File: src/rtl/adc_pkg.sv
// Shared types and constants for the ADS7883 sample-rate scheduler.
package adc_pkg;

  typedef enum logic [1:0] {
    ST_IDLE = 2'd0,
    ST_CONV = 2'd1,
    ST_WAIT = 2'd2
  } adc_state_e;

  // The ADS7883 emits one leading zero before the MSB of every conversion.
  localparam int ADC_LEAD_BITS = 1;
  // Minimum chip-select high time between conversions, in clocks.
  localparam int ADC_MIN_GAP   = 2;

  function automatic int idx_width(input int n);
    return (n > 1) ? $clog2(n) : 1;
  endfunction

endpackage

File: src/rtl/adc_scheduler_if.sv
// Sample port between the ADC scheduler and the frame buffer.
interface adc_scheduler_if #(
  parameter int WIDTH = 12,
  parameter int IW    = 6
);
  // sample/sample_index are stable while sample_valid is high; a transfer happens
  // on any clock edge where sample_valid and sample_ready are both high.
  logic [WIDTH-1:0] sample;
  logic             sample_valid;
  logic             sample_ready;
  logic [IW-1:0]    sample_index;

  modport master (
    output sample,
    output sample_valid,
    output sample_index,
    input  sample_ready
  );

  modport slave (
    input  sample,
    input  sample_valid,
    input  sample_index,
    output sample_ready
  );
endinterface

File: src/rtl/adc_deserializer.sv
// Bit counter and MSB-first shift register for one ADC conversion frame.
module adc_deserializer
  import adc_pkg::*;
#(
  parameter int WIDTH = 12
) (
  input  logic             clk,
  input  logic             reset,
  input  logic             enable,
  input  logic             adc_sd,
  output logic             last_bit,
  output logic [WIDTH-1:0] word
);

  localparam int CW = $clog2(WIDTH + ADC_LEAD_BITS);
  localparam logic [CW-1:0] LAST = CW'(WIDTH + ADC_LEAD_BITS - 1);
  localparam logic [CW-1:0] LEAD = CW'(ADC_LEAD_BITS);

  logic [CW-1:0]    cnt_q, cnt_d;
  logic [WIDTH-1:0] shift_q, shift_d;

  assign last_bit = enable && (cnt_q == LAST);
  // Includes the bit on the pins now, so the final LSB is in the word on last_bit.
  assign word     = {shift_q[WIDTH-2:0], adc_sd};

  always_comb begin
    cnt_d   = '0;
    shift_d = shift_q;
    if (enable) begin
      cnt_d = last_bit ? '0 : cnt_q + 1'b1;
      if (cnt_q >= LEAD) shift_d = word;
    end
  end

  always_ff @(posedge clk or posedge reset) begin
    if (reset) begin
      cnt_q   <= '0;
      shift_q <= '0;
    end else begin
      cnt_q   <= cnt_d;
      shift_q <= shift_d;
    end
  end

endmodule

File: src/rtl/adc_scheduler.sv
// Burst scheduler for the ADS7883: paces conversions, drives chip select and
// hands each captured sample to the frame buffer over a valid/ready port.
module adc_scheduler
  import adc_pkg::*;
#(
  parameter int WIDTH     = 12,
  parameter int DIVIDER   = 32,
  parameter int FRAME_LEN = 64
) (
  input  logic            clk,
  input  logic            reset,
  input  logic            start,
  input  logic            stop,
  output logic            busy,
  output logic            done,
  output logic            adc_cs,
  output logic            adc_run,
  input  logic            adc_sd,
  output logic            overrun,
  output adc_state_e      dbg_state,
  adc_scheduler_if.master bus
);

  localparam int IW = idx_width(FRAME_LEN);
  localparam int PW = $clog2(DIVIDER);

  if (DIVIDER < WIDTH + 1 + ADC_MIN_GAP) begin : g_bad_divider
    $error("adc_scheduler: DIVIDER too small for WIDTH");
  end
  if (FRAME_LEN < 1) begin : g_bad_frame_len
    $error("adc_scheduler: FRAME_LEN must be at least 1");
  end

  adc_state_e       state_q, state_d;
  logic             cs_q, cs_d;
  logic             busy_q, busy_d;
  logic             done_q, done_d;
  logic [PW-1:0]    period_q, period_d;
  logic [IW-1:0]    burst_q, burst_d;
  logic [WIDTH-1:0] sample_q, sample_d;
  logic             valid_q, valid_d;
  logic [IW-1:0]    index_q, index_d;
  logic             overrun_q, overrun_d;

  logic             last_bit;
  logic [WIDTH-1:0] word;

  adc_deserializer #(.WIDTH(WIDTH)) u_deser (
    .clk      (clk),
    .reset    (reset),
    .enable   (state_q == ST_CONV),
    .adc_sd   (adc_sd),
    .last_bit (last_bit),
    .word     (word)
  );

  always_comb begin
    state_d   = state_q;
    cs_d      = cs_q;
    busy_d    = busy_q;
    done_d    = 1'b0;
    period_d  = period_q;
    burst_d   = burst_q;
    sample_d  = sample_q;
    valid_d   = valid_q;
    index_d   = index_q;
    overrun_d = overrun_q;

    if (valid_q && bus.sample_ready) valid_d = 1'b0;
    if (state_q != ST_IDLE) period_d = period_q + 1'b1;

    // stop aborts in any state; a pending sample stays on the port.
    if (stop) begin
      state_d  = ST_IDLE;
      cs_d     = 1'b1;
      busy_d   = 1'b0;
      period_d = '0;
    end else begin
      case (state_q)
        ST_IDLE: begin
          if (start) begin
            state_d   = ST_CONV;
            cs_d      = 1'b0;
            busy_d    = 1'b1;
            period_d  = '0;
            burst_d   = '0;
            overrun_d = 1'b0;
          end
        end
        ST_CONV: begin
          if (last_bit) begin
            cs_d     = 1'b1;
            sample_d = word;
            index_d  = burst_q;
            valid_d  = 1'b1;
            if (valid_q && !bus.sample_ready) overrun_d = 1'b1;
            if (burst_q == IW'(FRAME_LEN - 1)) begin
              done_d  = 1'b1;
              busy_d  = 1'b0;
              state_d = ST_IDLE;
            end else begin
              state_d = ST_WAIT;
            end
          end
        end
        ST_WAIT: begin
          if (period_q == PW'(DIVIDER - 1)) begin
            period_d = '0;
            burst_d  = burst_q + 1'b1;
            cs_d     = 1'b0;
            state_d  = ST_CONV;
          end
        end
        default: state_d = ST_IDLE;
      endcase
    end
  end

  always_ff @(posedge clk or posedge reset) begin
    if (reset) begin
      state_q   <= ST_IDLE;
      cs_q      <= 1'b1;
      busy_q    <= 1'b0;
      done_q    <= 1'b0;
      period_q  <= '0;
      burst_q   <= '0;
      sample_q  <= '0;
      valid_q   <= 1'b0;
      index_q   <= '0;
      overrun_q <= 1'b0;
    end else begin
      state_q   <= state_d;
      cs_q      <= cs_d;
      busy_q    <= busy_d;
      done_q    <= done_d;
      period_q  <= period_d;
      burst_q   <= burst_d;
      sample_q  <= sample_d;
      valid_q   <= valid_d;
      index_q   <= index_d;
      overrun_q <= overrun_d;
    end
  end

  assign busy             = busy_q;
  assign adc_run          = busy_q;
  assign done             = done_q;
  assign adc_cs           = cs_q;
  assign overrun          = overrun_q;
  assign dbg_state        = state_q;
  assign bus.sample       = sample_q;
  assign bus.sample_valid = valid_q;
  assign bus.sample_index = index_q;

endmodule

File: src/flat_wrapper.sv
// flat-port wrapper written by rule: the top's interface ports become plain ports
module adc_scheduler_flat import adc_pkg::*;
#(
  parameter int WIDTH     = 12,
  parameter int DIVIDER   = 32,
  parameter int FRAME_LEN = 64
)
  (clk, reset, start, stop, busy, done, adc_cs, adc_run, adc_sd, overrun, dbg_state, bus_sample, bus_sample_valid, bus_sample_index, bus_sample_ready);
  adc_scheduler_if #(.WIDTH(WIDTH), .IW((idx_width(FRAME_LEN)))) bus_i ();
  input  logic clk;
  input  logic reset;
  input  logic start;
  input  logic stop;
  output logic busy;
  output logic done;
  output logic adc_cs;
  output logic adc_run;
  input  logic adc_sd;
  output logic overrun;
  output adc_state_e dbg_state;
  output wire logic [$bits(bus_i.sample)-1:0] bus_sample;
  output wire logic [$bits(bus_i.sample_valid)-1:0] bus_sample_valid;
  output wire logic [$bits(bus_i.sample_index)-1:0] bus_sample_index;
  input wire logic [$bits(bus_i.sample_ready)-1:0] bus_sample_ready;
  assign bus_sample = bus_i.sample;
  assign bus_sample_valid = bus_i.sample_valid;
  assign bus_sample_index = bus_i.sample_index;
  assign bus_i.sample_ready = bus_sample_ready;
  adc_scheduler #(.WIDTH(WIDTH), .DIVIDER(DIVIDER), .FRAME_LEN(FRAME_LEN)) u_core (.clk(clk), .reset(reset), .start(start), .stop(stop), .busy(busy), .done(done), .adc_cs(adc_cs), .adc_run(adc_run), .adc_sd(adc_sd), .overrun(overrun), .dbg_state(dbg_state), .bus(bus_i));
endmodule
File: config.mk
export PLATFORM = sky130hd
export DESIGN_NAME = adc_scheduler_flat
export DESIGN_NICKNAME = d
export VERILOG_FILES = /design/src/rtl/adc_pkg.sv /design/src/rtl/adc_scheduler_if.sv /design/src/rtl/adc_deserializer.sv /design/src/rtl/adc_scheduler.sv /design/src/flat_wrapper.sv
export SDC_FILE = /design/constraint.sdc
export NUM_CORES = 1
export LEC_CHECK = 0
export ABC_CLOCK_PERIOD_IN_PS = 1700
export CAP_MARGIN = 20
export CORE_AREA = 2 2 73 75
export CTS_CLUSTER_DIAMETER = 40
export DETAILED_ROUTE_END_ITERATION = 8
export DIE_AREA = 0 0 75 77
export PLACE_DENSITY = 0.73
export SLEW_MARGIN = 20
export SYNTH_ARGS = -nofsm -noshare
export SYNTH_HDL_FRONTEND = slang
export SYNTH_SLANG_ARGS = --single-unit
File: constraint.sdc
create_clock -name clk -period 1.7 [get_ports clk]
set_input_delay 0.255 -clock clk [delete_from_list [all_inputs] [get_ports clk]]
set_output_delay 0.255 -clock clk [all_outputs]
set_load 0.02 [all_outputs]
Word-level counts from Yosys, hierarchy flattened --
Index checks and enable logic that the tools add are counted.
Operators by class: bitwise operators 1, add/subtract/negate cells 3, eq/ne operators 13, magnitude comparators 1, reductions and logical operators 17, multiplexer cells 37
Operators by type and width (count):
- $mux 5 | 4
- $mux 1 | 18
- $mux 6 | 2
- $pmux 6 s2 | 1
- $reduce_and 4->1 | 3
- $mux 2 | 5
- $pmux 5 s2 | 1
- $ne 3x2->1 const B | 3
- $mux 4 | 2
- $add 6x1->6 const B | 1
- $eq 6x6->1 const B | 1
- $ne 2x1->1 const B | 3
- $pmux 2 s3 | 1
- $reduce_and 3->1 | 2
- $reduce_bool 2->1 | 3
- $add 5x1->5 const B | 1
- $eq 5x5->1 const B | 1
- $reduce_and 5->1 | 1
- $add 4x1->4 const B | 1
- $eq 4x4->1 const B | 1
- $ge 4x1->1 const B | 1
- $pmux 1 s2 | 2
- $reduce_bool 4->1 | 1
- $logic_and 1x1->1 | 3
- other kinds (10) | 10
Storage, ports and cells: word-level logic and storage cells 84, bits of input ports 6, bits in registers 51

Longest topological paths before layout --
Gate-level depths: netlist of the first run.
word-level depth 5, mapped depth 6

By module --
From an unflattened synthesis of the first run, not the netlist that was laid out.
Unflattened totals: cells, all modules 187, area total of the unflattened synthesis 2327.2 um^2
By module, submodules not included:
- adc_scheduler | area each 1657.8 um^2, cells an instance 137, instances 1
- adc_deserializer | area each 669.4 um^2, cells an instance 50, instances 1

Worst setup path before layout of the first run --
Ideal clock, no wire load.
path type flip-flop to flip-flop, from register u_core.period_q[0], to register u_core.period_q[2], cell stages (with the launch flop) 7, buffers on the path 0, data arrival time 1.607 ns, setup time 0.104 ns, data required time 1.596 ns, slack -0.010 ns, path through dfrtp_1 > ha_1 > and3_1 > ha_1 > and2b_1 > o21ai_0 > a221oi_1
Between the ends: cells in the longest elaborated chain, start to end 5, elaborated cells on any way between the ends 7, those cells by class 1 x add/sub; 1 x eq/ne; 5 x mux
RTL lines:
- start: declaration | line adc_scheduler.sv:38 | logic [PW-1:0] period_q, period_d;
- start signal: assignment | line adc_scheduler.sv:136 | period_q <= period_d;
- $add 5x1->5 | line adc_scheduler.sv:70 | if (state_q != ST_IDLE) period_d = period_q + 1'b1;
- $mux 5 | line adc_scheduler.sv:70
- $mux 5, on equally long branches | line adc_scheduler.sv:107, adc_scheduler.sv:81
- $pmux 5 s2 * | line adc_scheduler.sv:79 | case (state_q)
- $mux 5 * | line adc_scheduler.sv:73 | if (stop) begin
- named net u_core.period_d[2] | line adc_scheduler.sv:38
The timed path passes the listed nets; every way through them passes the cells marked *. A chain may end at the register's enable or synchronous reset.

Worst setup path in the final report of the first run --
from register u_core.u_deser.cnt_q[1], to register u_core.sample_q[9], in the netlist u_core.bus.sample[9]
Between the ends: cells in the longest elaborated chain, start to end 3
RTL lines:
- start: declaration | line adc_deserializer.sv:19 | logic [CW-1:0] cnt_q, cnt_d;
- start signal: assignment | line adc_deserializer.sv:40 | cnt_q <= cnt_d;
- $eq 4x4->1 | line adc_deserializer.sv:22 | assign last_bit = enable && (cnt_q == LAST);
- $logic_and 1x1->1 | line adc_deserializer.sv:22
- $reduce_and 3->1 (no line)
- end signal: assignment | line adc_scheduler.sv:138 | sample_q <= sample_d;
- end: declaration | line adc_scheduler.sv:40 | logic [WIDTH-1:0] sample_q, sample_d;
Every way passes these cells.

==> flow_summary.ini, run 1 <==
[run_status]
status = completed

[die]
core-area_mm2 = 0.00498
rows = 26
initial_core_util_pct = 47.3
die_x_um = 75
die_y_um = 77
ios = 32
die_area_mm2 = 0.00578

[power_and_ir_drop]
p_sw_mw = 0.652
fin_total_pwr_mw = 2.52
pwr-share-seq_pct = 56.9
p_sw_share_pct = 25.9
irDropWorstVdd_uv = 355
leakagePower_nw = 1.50
p_clk_share_pct = 26.6
p_comb_share_pct = 16.5
p_int_mw = 1.87
power.density_mw_per_mm2 = 798

[detailed_routing]
wl_met2_um = 2130
drt_pre_antenna_iters = 4
vias = 1608
wl_um = 4510
route.met3.wl_um = 129
top_layer_used = met4
antenna_left = 0
viasPerCell = 5.03
wl_per_cell_um = 14.1
wl_met1_um = 2200
drc_errors = 0
dr.first_iter.drc_count = 46

[final_layout]
final_cells = 320
layout_common_cells = 50 x dfrtp_1, 28 x clkdlybuf4s50_1, 25 x buf_4
design_area_mm2 = 0.00315
drive_gt1_share_pct = 35.2
final_common_cell = dfrtp_1
diodes = 0
syn2layout_area_growth_pct = 33.9
utilization_pct = 63.4
fin_nets = 262

[critical_path]
cp_slowest_cell = or3_4
cp_num_buf_inv = 1
r2r_end = u_core.bus.sample[9]
crit_arrival_ps = 1850
endpoint_kind = flop
worst-path-stages = 5
crit_path_start = u_core.u_deser.cnt_q[1]
crit_type = flop to flop
r2r_cells = 5
path_max_fanout = 10
crit_chain = inv_2, ha_4, nand3_4, or3_4, mux2_4
cp-start-kind = flop
crit_family = simple AND/OR/NAND/NOR gates
cp.required_ps = 1880
cpPeakStageDelay_ps = 460
rr_startpoint = u_core.u_deser.cnt_q[1]
crit_path_end = u_core.bus.sample[9]
r2r_setup_slack_ps = 30

[synth]
syn_inst = 188
synth_edf_count = 0
synth.distinct_cells = 38
async_flop_share_pct = 100
synth_area_per_cell_um2 = 12.5
ys_ff_latch = 51
synth_ff_type = dfrtp_1
synth_nets = 201
synth_warnings = 0
synthesis.area_mm2 = 0.00236
ys_seq_area_share_pct = 54.2

[global_routing]
grt_usage_pct = 16.5
antenna_found_initial = 0
grt_pass1_wl_um = 7470
grt_max_degree = 52
grt_pass1_vias = 1573
grt_overflow = 0

[sta]
setup_viol_count_final = 0
finClkSkew_ps = 4.62
slew_headroom_pct = 75.3
final.setup.tns_ps = 0
fin_ws_ps = 32.3
min_period_over_period_pct = 98.1
finalMaxSlewViolations = 0
hold_viol = 0
min_period_ps = 1670
tightest_slew_ps = 370
hold_slack_ps = 303
max_clock_freq_ghz = 0.600

[run]
drv_cap = 0

[clocking]
clkSlewWorstSetupHoldPaths_ps = 80
cts_tree = done
insertion_delay_ps = 290
cts_inserted_buffers = 5
clockRootBuffer = clkbuf_8
ctsHoldBuffers = 0
cts_sinks = 51
htreeDepth = 2
clock_path_buffers = 2

[placement]
dp_slack_ps = -208
placed_cells = 300
gp_congestion = 0.796
dpl-instance-area_mm2 = 0.00286
hpwl_um = 2820
port_buffers = 31

[worst_hold_path]
holdCritPathClass = primary input to async pin
## cell usage after synthesis (3+ instances only)
library cell	n	area share [%]
dfrtp_1	50	53
mux2_4	18	11
mux2_2	12	5.7
a21oi_1	9	1.9
inv_1	9	1.4
nor2_1	9	1.4
o21ai_0	9	1.9
nand2_1	8	1.3
ha_1	7	3.7
nand2b_1	7	1.9
nand3_1	6	1.3
and3_1	3	0.80
clkbuf_1	3	0.48
mux2i_1	3	1.3
nor3_1	3	0.64
o21bai_1	3	0.96
or4_1	3	0.96
## state kept, by name, indices dropped and copies added (netlist names), 2 cells and up
| name | flops |
|---|---|
| u_core.u_deser.cnt_q | 4 |
| u_core.burst_q | 6 |
| u_core.bus.sample_index | 6 |
| u_core.bus.sample | 12 |
| u_core.period_q | 5 |
| u_core.u_deser.shift_q | 11 |
| u_core.dbg_state | 2 |
## worst register-to-register path: cells and delay by family (launching register included)
kind / cells / cell delay, ps
adder cells (fa/ha/maj): 1 / 170
AND/OR/NAND/NOR: 2 / 540
multiplexers: 1 / 340
flip-flops: 1 / 390
buffers and inverters: 1 / 110
## area by class of cell
class | count | area, µm²
flip-flops and latches | 51 | 1280
inverters | 9 | 33.8
fillers | 370 | 1820
multi-input cells | 121 | 1100
repair buffers | 61 | 572
well taps | 70 | 87.6
clock inverters | 2 | 12.5
clock buffers | 6 | 72.6
## power by group through the flow
| stage | combinational (mW) | clock (mW) | sequential [mW] |
|---|---|---|---|
| global route | 0.455 | 0.731 | 1.46 |
| floorplan | 0.232 | 0 | 1.44 |
| global placement | 0.353 | 0 | 1.45 |
| detailed placement | 0.364 | 0 | 1.45 |
| CTS | 0.379 | 0.695 | 1.43 |
| finish | 0.416 | 0.669 | 1.43 |
## cell families after synthesis
kind of cell | Yosys count | synth area share [%]
DFF | 51 | 54.2
adders and majority gates | 7 | 3.72
buffers and inverters | 17 | 3.61
muxes | 33 | 18.5
and+or+nand+nor | 48 | 11.3
AOI/OAI and AO/OA | 31 | 8.34
xor gates and xnor gates | 1 | 0.372
## worst min-delay path by stage
stage	from	end	slack (ps)	depth (start not counted)
2_1_floorplan	adc_sd	u_core.bus.sample[0]	400	1
3_3_place_gp	u_core.u_deser.shift_q[10]	u_core.bus.sample[11]	490	1
3_5_place_dp	u_core.bus.sample[5]	u_core.bus.sample[5]	490	1
4_1_cts	reset	u_core.u_deser.shift_q[4]	320	3
5_1_grt	reset	u_core.u_deser.shift_q[3]	360	3
6_report	reset	u_core.bus.sample[7]	300	3
## what timing repair did
item | 4_1_cts | 5_1_grt
gates resized for setup | 14 | 15
buffers inserted | 5 | 6
pin swaps | 2 | 12
cloned | 1 | 0
endpoints found under the setup margin | 35 | 39
## per-layer routing
metal  global-route usage, %  vias to the layer above
li1                        -                      787
met2                    25.2                       27
met1                    24.1                      790
met5                       0                        -
met4                    3.75                        0
met3                    3.29                        4
Power figures use the tool's default switching activity.
==> run 2, diff against run 1 <==
--- a/config.mk
+++ b/config.mk
@@ -5,13 +5,13 @@
 export SDC_FILE = /design/constraint.sdc
 export NUM_CORES = 1
 export LEC_CHECK = 0
-export ABC_CLOCK_PERIOD_IN_PS = 1700
+export ABC_CLOCK_PERIOD_IN_PS = 1600
 export CAP_MARGIN = 20
-export CORE_AREA = 2 2 73 75
+export CORE_AREA = 2 2 70 72
 export CTS_CLUSTER_DIAMETER = 40
 export DETAILED_ROUTE_END_ITERATION = 8
-export DIE_AREA = 0 0 75 77
-export PLACE_DENSITY = 0.73
+export DIE_AREA = 0 0 72 74
+export PLACE_DENSITY = 0.76
 export SLEW_MARGIN = 20
 export SYNTH_ARGS = -nofsm -noshare
 export SYNTH_HDL_FRONTEND = slang
==> constraint.sdc (replaced) <==
create_clock -name clk -period 1.6 [get_ports clk]
set_input_delay 0.24 -clock clk [delete_from_list [all_inputs] [get_ports clk]]
set_output_delay 0.24 -clock clk [all_outputs]
set_load 0.02 [all_outputs]
==> run 2 against run 1 <==
The run now ends with setup timing left. Total power is 10% higher. Sequential power is 6% higher. Critical path depth is 2 higher. Combinational power is 13% higher. Register-to-register slack worse by 96 ps. Count of clock-buffer cells in the layout is 1 lower. Via count is 1.8% higher. Final cell count is 4.7% lower. Largest power group unchanged. Highest routed layer unchanged.
==> flow_summary.ini, run 2 (synthesized netlist as in run 1, its figures left out) <==
[run_status]
status = finished, violations left
violations = setup timing

[sta]
finalMaxSlewViolations = 0
fin_ws_ps = -63.8
setup_viol_count_final = 22
slew_headroom_pct = 76.3
min_period_ps = 1660
max_clock_freq_ghz = 0.601
min_period_over_period_pct = 104
finClkSkew_ps = 10.6
hold_viol = 0
hold_slack_ps = 203
rsz0062_at_grt = yes
tightest_slew_ps = 355

[global_routing]
grt_usage_pct = 18.9
antenna_found_initial = 0
grt_max_degree = 29
grt_pass1_wl_um = 7630
grt_pass1_vias = 1564
grt_overflow = 0

[die]
ios = 32
core-area_mm2 = 0.00460
initial_core_util_pct = 51.2
die_x_um = 72
die_y_um = 74
die_area_mm2 = 0.00533
rows = 25

[power_and_ir_drop]
fin_total_pwr_mw = 2.77
leakagePower_nw = 1.51
power.density_mw_per_mm2 = 879
irDropWorstVdd_uv = 550

[detailed_routing]
dr.first_iter.drc_count = 99
wl_per_cell_um = 15.4
antenna_left = 0
wl_um = 4700
viasPerCell = 5.37
vias = 1637
drc_errors = 0
drt_pre_antenna_iters = 4

[placement]
hpwl_um = 3040
dpl-instance-area_mm2 = 0.00294
gp_congestion = 0.819
port_buffers = 31

[final_layout]
design_area_mm2 = 0.00315
layout_common_cells = 50 x dfrtp_1, 27 x clkdlybuf4s50_1, 27 x buf_4
final_common_cell = dfrtp_1
largest_register_ffs = 12
drive_gt1_share_pct = 36.7
syn2layout_area_growth_pct = 33.8
utilization_pct = 68.5
fin_nets = 263
diodes = 0

[clocking]
clkSlewWorstSetupHoldPaths_ps = 100
cts_inserted_buffers = 5
clockRootBuffer = clkbuf_8
cts_sinks = 51
cts_tree = done
insertion_delay_ps = 310
htreeDepth = 2
ctsHoldBuffers = 0
clock_path_buffers = 2

[critical_path]
cp.required_ps = 1810
crit_chain = inv_2, buf_4, ha_1, nor4b_2, nor2_1, buf_6, mux2_2
path_max_fanout = 11
cp_slowest_cell = dfrtp_1
cpPeakStageDelay_ps = 370
crit_family = buffers and inverters
cp-start-kind = flop
crit_arrival_ps = 1870
crit_path_start = u_core.u_deser.cnt_q[0]
r2r_cells = 7
crit_type = flop to flop
rr_startpoint = u_core.u_deser.cnt_q[0]
worst-path-stages = 7
cp_num_buf_inv = 3
endpoint_kind = flop

[worst_hold_path]
holdCritPathClass = primary input to async pin

[run]
drv_cap = 0
[run 2: timing repair]
action	in CTS	in global routing
setup buffers	1	1
gates cloned	2	1
resized for setup	10	18
pin swaps	9	10
endpoints found under the setup margin	39	35
[run 2: worst reg2reg max path, delay by kind of cell, from the launching register on]
family,cells,cell delay (ps)
multiplexers,1,350
AND/OR/NAND/NOR,2,300
buffers and inverters,3,380
adder cells (fa/ha/maj),1,170
flip-flops,1,370
[run 2: layout make-up]
class                      instances  area, µm²
fill                             347       1450
sequential                        51       1280
multi-input combinational        123       1140
clock inverter                     3       23.8
clock buffer                       5       68.8
tap                               54       67.6
inverter                           9       33.8
timing repair buffer              60        543
[run 2: metal layers]
metal,wire [µm],GRT usage (%)
met4,53,4.40
met1,2280,26.3
met5,0,0
met2,2200,30.1
met3,162,5.01
[run 2: metrics by stage]
stage | TNS [ps] | setup slack, ps | instances
detailed placement | -4640 | -218 | 292
global route | -2260 | -141 | 305
CTS | -506 | -33.3 | 303
floorplan | -814 | -45.2 | 188
global placement | -3980 | -191 | 292
finish | -735 | -63.8 | 305
[run 2: path summary, 6_finish.rpt]
| kind | endpoint | slack [ps] |
|---|---|---|
| min in group clk | u_core.period_q[4] | 470 |
| setup reg to reg | u_core.u_deser.shift_q[2] | -60 |
| hold reg to reg | u_core.bus.sample[5] | 520 |
| max in group asynchronous | u_core.u_deser.shift_q[8] | 930 |
| hold / removal | u_core.burst_q[5] | 200 |
| setup / recovery | u_core.u_deser.shift_q[2] | -60 |
[run 2: report_power, final]
part,switching [mW],total [mW],internal [mW]
logic,0.197,0.472,0.275
registers,0.0990,1.52,1.43
clock network,0.460,0.773,0.314
==> run 3, diff against run 2 <==
--- a/config.mk
+++ b/config.mk
@@ -7,11 +7,14 @@
 export LEC_CHECK = 0
 export ABC_CLOCK_PERIOD_IN_PS = 1600
 export CAP_MARGIN = 20
-export CORE_AREA = 2 2 70 72
+export CORE_AREA = 2 2 68 70
+export CTS_BUF_LIST = sky130_fd_sc_hd__clkbuf_4 sky130_fd_sc_hd__clkbuf_8
 export CTS_CLUSTER_DIAMETER = 40
 export DETAILED_ROUTE_END_ITERATION = 8
-export DIE_AREA = 0 0 72 74
-export PLACE_DENSITY = 0.76
+export DIE_AREA = 0 0 70 72
+export GPL_ROUTABILITY_DRIVEN = 0
+export HOLD_SLACK_MARGIN = 0.08
+export PLACE_DENSITY = 0.8
 export SLEW_MARGIN = 20
 export SYNTH_ARGS = -nofsm -noshare
 export SYNTH_HDL_FRONTEND = slang
==> run 3 against run 2 <==
The run still ends with setup timing left. Routed wire length increased by 18%. Die area decreased by 5.4%. First-iteration DRC count decreased by 10%. Count of clock-buffer cells in the layout did not move. Worst hold slack improved by 91 ps. Clock power is 19% higher. Via count up 6.5%. Register-to-register slack better by 20 ps. Fmax is 1.0% higher. Non-clock buffer count increased by 2. Critical endpoint is now u_core.period_q[2]. Largest power group unchanged.
==> flow_summary.ini, run 3 (synthesized netlist as in run 1, its figures left out) <==
[global_routing]
grt_pass1_wl_um = 7560
grt_usage_pct = 19.5
grt_max_degree = 52
grt_overflow = 0
antenna_found_initial = 0
grt_pass1_vias = 1585

[clocking]
clock_path_buffers = 2
cts_inserted_buffers = 5
insertion_delay_ps = 320
clkSlewWorstSetupHoldPaths_ps = 100
cts_tree = done
cts_sinks = 51
clockRootBuffer = clkbuf_8
htreeDepth = 2

[final_layout]
utilization_pct = 76.4
largest_register_ffs = 12
layout_common_cells = 50 x dfrtp_1, 26 x clkdlybuf4s50_1, 26 x buf_4
syn2layout_area_growth_pct = 38.2
diodes = 0
drive_gt1_share_pct = 38.3
fin_nets = 265
final_common_cell = dfrtp_1

[sta]
tightest_slew_ps = 403
slew_headroom_pct = 72.9
finalMaxSlewViolations = 0
min_period_over_period_pct = 103
min_period_ps = 1650
fin_ws_ps = -46.5
final.setup.tns_ps = -150
max_clock_freq_ghz = 0.607
finClkSkew_ps = 10.1
setup_viol_count_final = 8
rsz0062_at_grt = yes
hold_viol = 0

[detailed_routing]
vias = 1743
dr.first_iter.drc_count = 89
antenna_left = 0
viasPerCell = 5.71
wl_um = 5550
wl_per_cell_um = 18.2
drt_pre_antenna_iters = 4
drc_errors = 0

[placement]
port_buffers = 31
dp_slack_ps = -187
hpwl_um = 2970

[critical_path]
endpoint_kind = flop
cp-start-kind = flop
crit_arrival_ps = 1870
cp.required_ps = 1820
path_max_fanout = 6
crit_type = flop to flop

[die]
initial_core_util_pct = 55.3
core-area_mm2 = 0.00426
die_area_mm2 = 0.00504
die_x_um = 70
ios = 32
die_y_um = 72
rows = 24

[run_status]
violations = setup timing
status = finished, violations left

[power_and_ir_drop]
leakagePower_nw = 1.57
irDropWorstVdd_uv = 620
power.density_mw_per_mm2 = 922

[worst_hold_path]
holdCritPathClass = primary input to async pin

[run]
drv_cap = 0
-- run 3: cell types whose count changed in the layout (fill, tap and decap cells not counted), sizes merged --
cell	before	now
bufinv	0	1
buf	29	31
inv	10	9
dlymetal6s2s	1	2
clkinv	0	2
clkdlybuf4s50	27	26
clkinvlp	2	0
-- run 3: final timing paths --
path | startpoint | end | slack (ps) | cells after the start
max | u_core.period_q[0] | u_core.period_q[2] | -50 | 6
min | reset | u_core.bus.sample[11] | 290 | 3
max reg2reg | u_core.period_q[0] | u_core.period_q[2] | -50 | 6
min reg2reg | u_core.bus.sample_index[5] | u_core.bus.sample_index[5] | 520 | 1
max in group asynchronous | reset | u_core.adc_cs | 1030 | 3
min in group clk | u_core.bus.sample_index[5] | u_core.bus.sample_index[5] | 520 | 1
-- run 3: power breakdown --
group	leakage, nW	internal [mW]	switching, mW
Clock	0.0581	0.466	0.453
Sequential	0.691	1.43	0.120
Combinational	0.816	0.306	0.231
-- run 3: metal layers --
layer / share of wire (%) / routed length [µm] / track usage [%] / vias to the layer above
li1: - / - / - / 801
met1: 44 / 2450 / 26.2 / 868
met2: 48 / 2670 / 30.7 / 60
met3: 4.8 / 268 / 4.86 / 14
met4: 2.9 / 159 / 8.12 / 0
met5: 0 / 0 / 0 / -
-- run 3: area by class of cell --
class,instances,area [µm²]
multi-input combinational,123,1200
timing repair buffer,62,572
tap,52,65.1
inverter,9,33.8
clock inverter,3,43.8
fill,278,1010
sequential,51,1280
clock buffer,5,68.8
-- run 3: repair_timing --
| action | 4_1_cts | 5_1_grt |
|---|---|---|
| buffers inserted | 2 | 5 |
| gates cloned | 1 | 3 |
| hold buffers | 0 | 0 |
| resized for setup | 10 | 31 |
| pin swaps | 10 | 7 |
| endpoints found under the setup margin | 40 | 41 |
-- run 3: per-stage QoR --
| stage | hold slack [ps] | power [mW] | std cells | instance area (µm²) |
|---|---|---|---|---|
| finish | 294 | 3.00 | 305 | 3260 |
| CTS | 314 | 2.87 | 297 | 3060 |
| global placement | 487 | 1.94 | 286 | 2910 |
| detailed placement | 498 | 1.96 | 286 | 2910 |
| global route | 330 | 3.10 | 305 | 3260 |
| floorplan | 389 | 1.79 | 188 | 2400 |
-- run 3: critical path, cell delays in order, from the launching register on --
cell      delay [ps]
dfrtp_1          400
ha_2             200
and3_4           150
ha_4             170
and2b_4          300
o21ai_1           90
a221oi_2         250
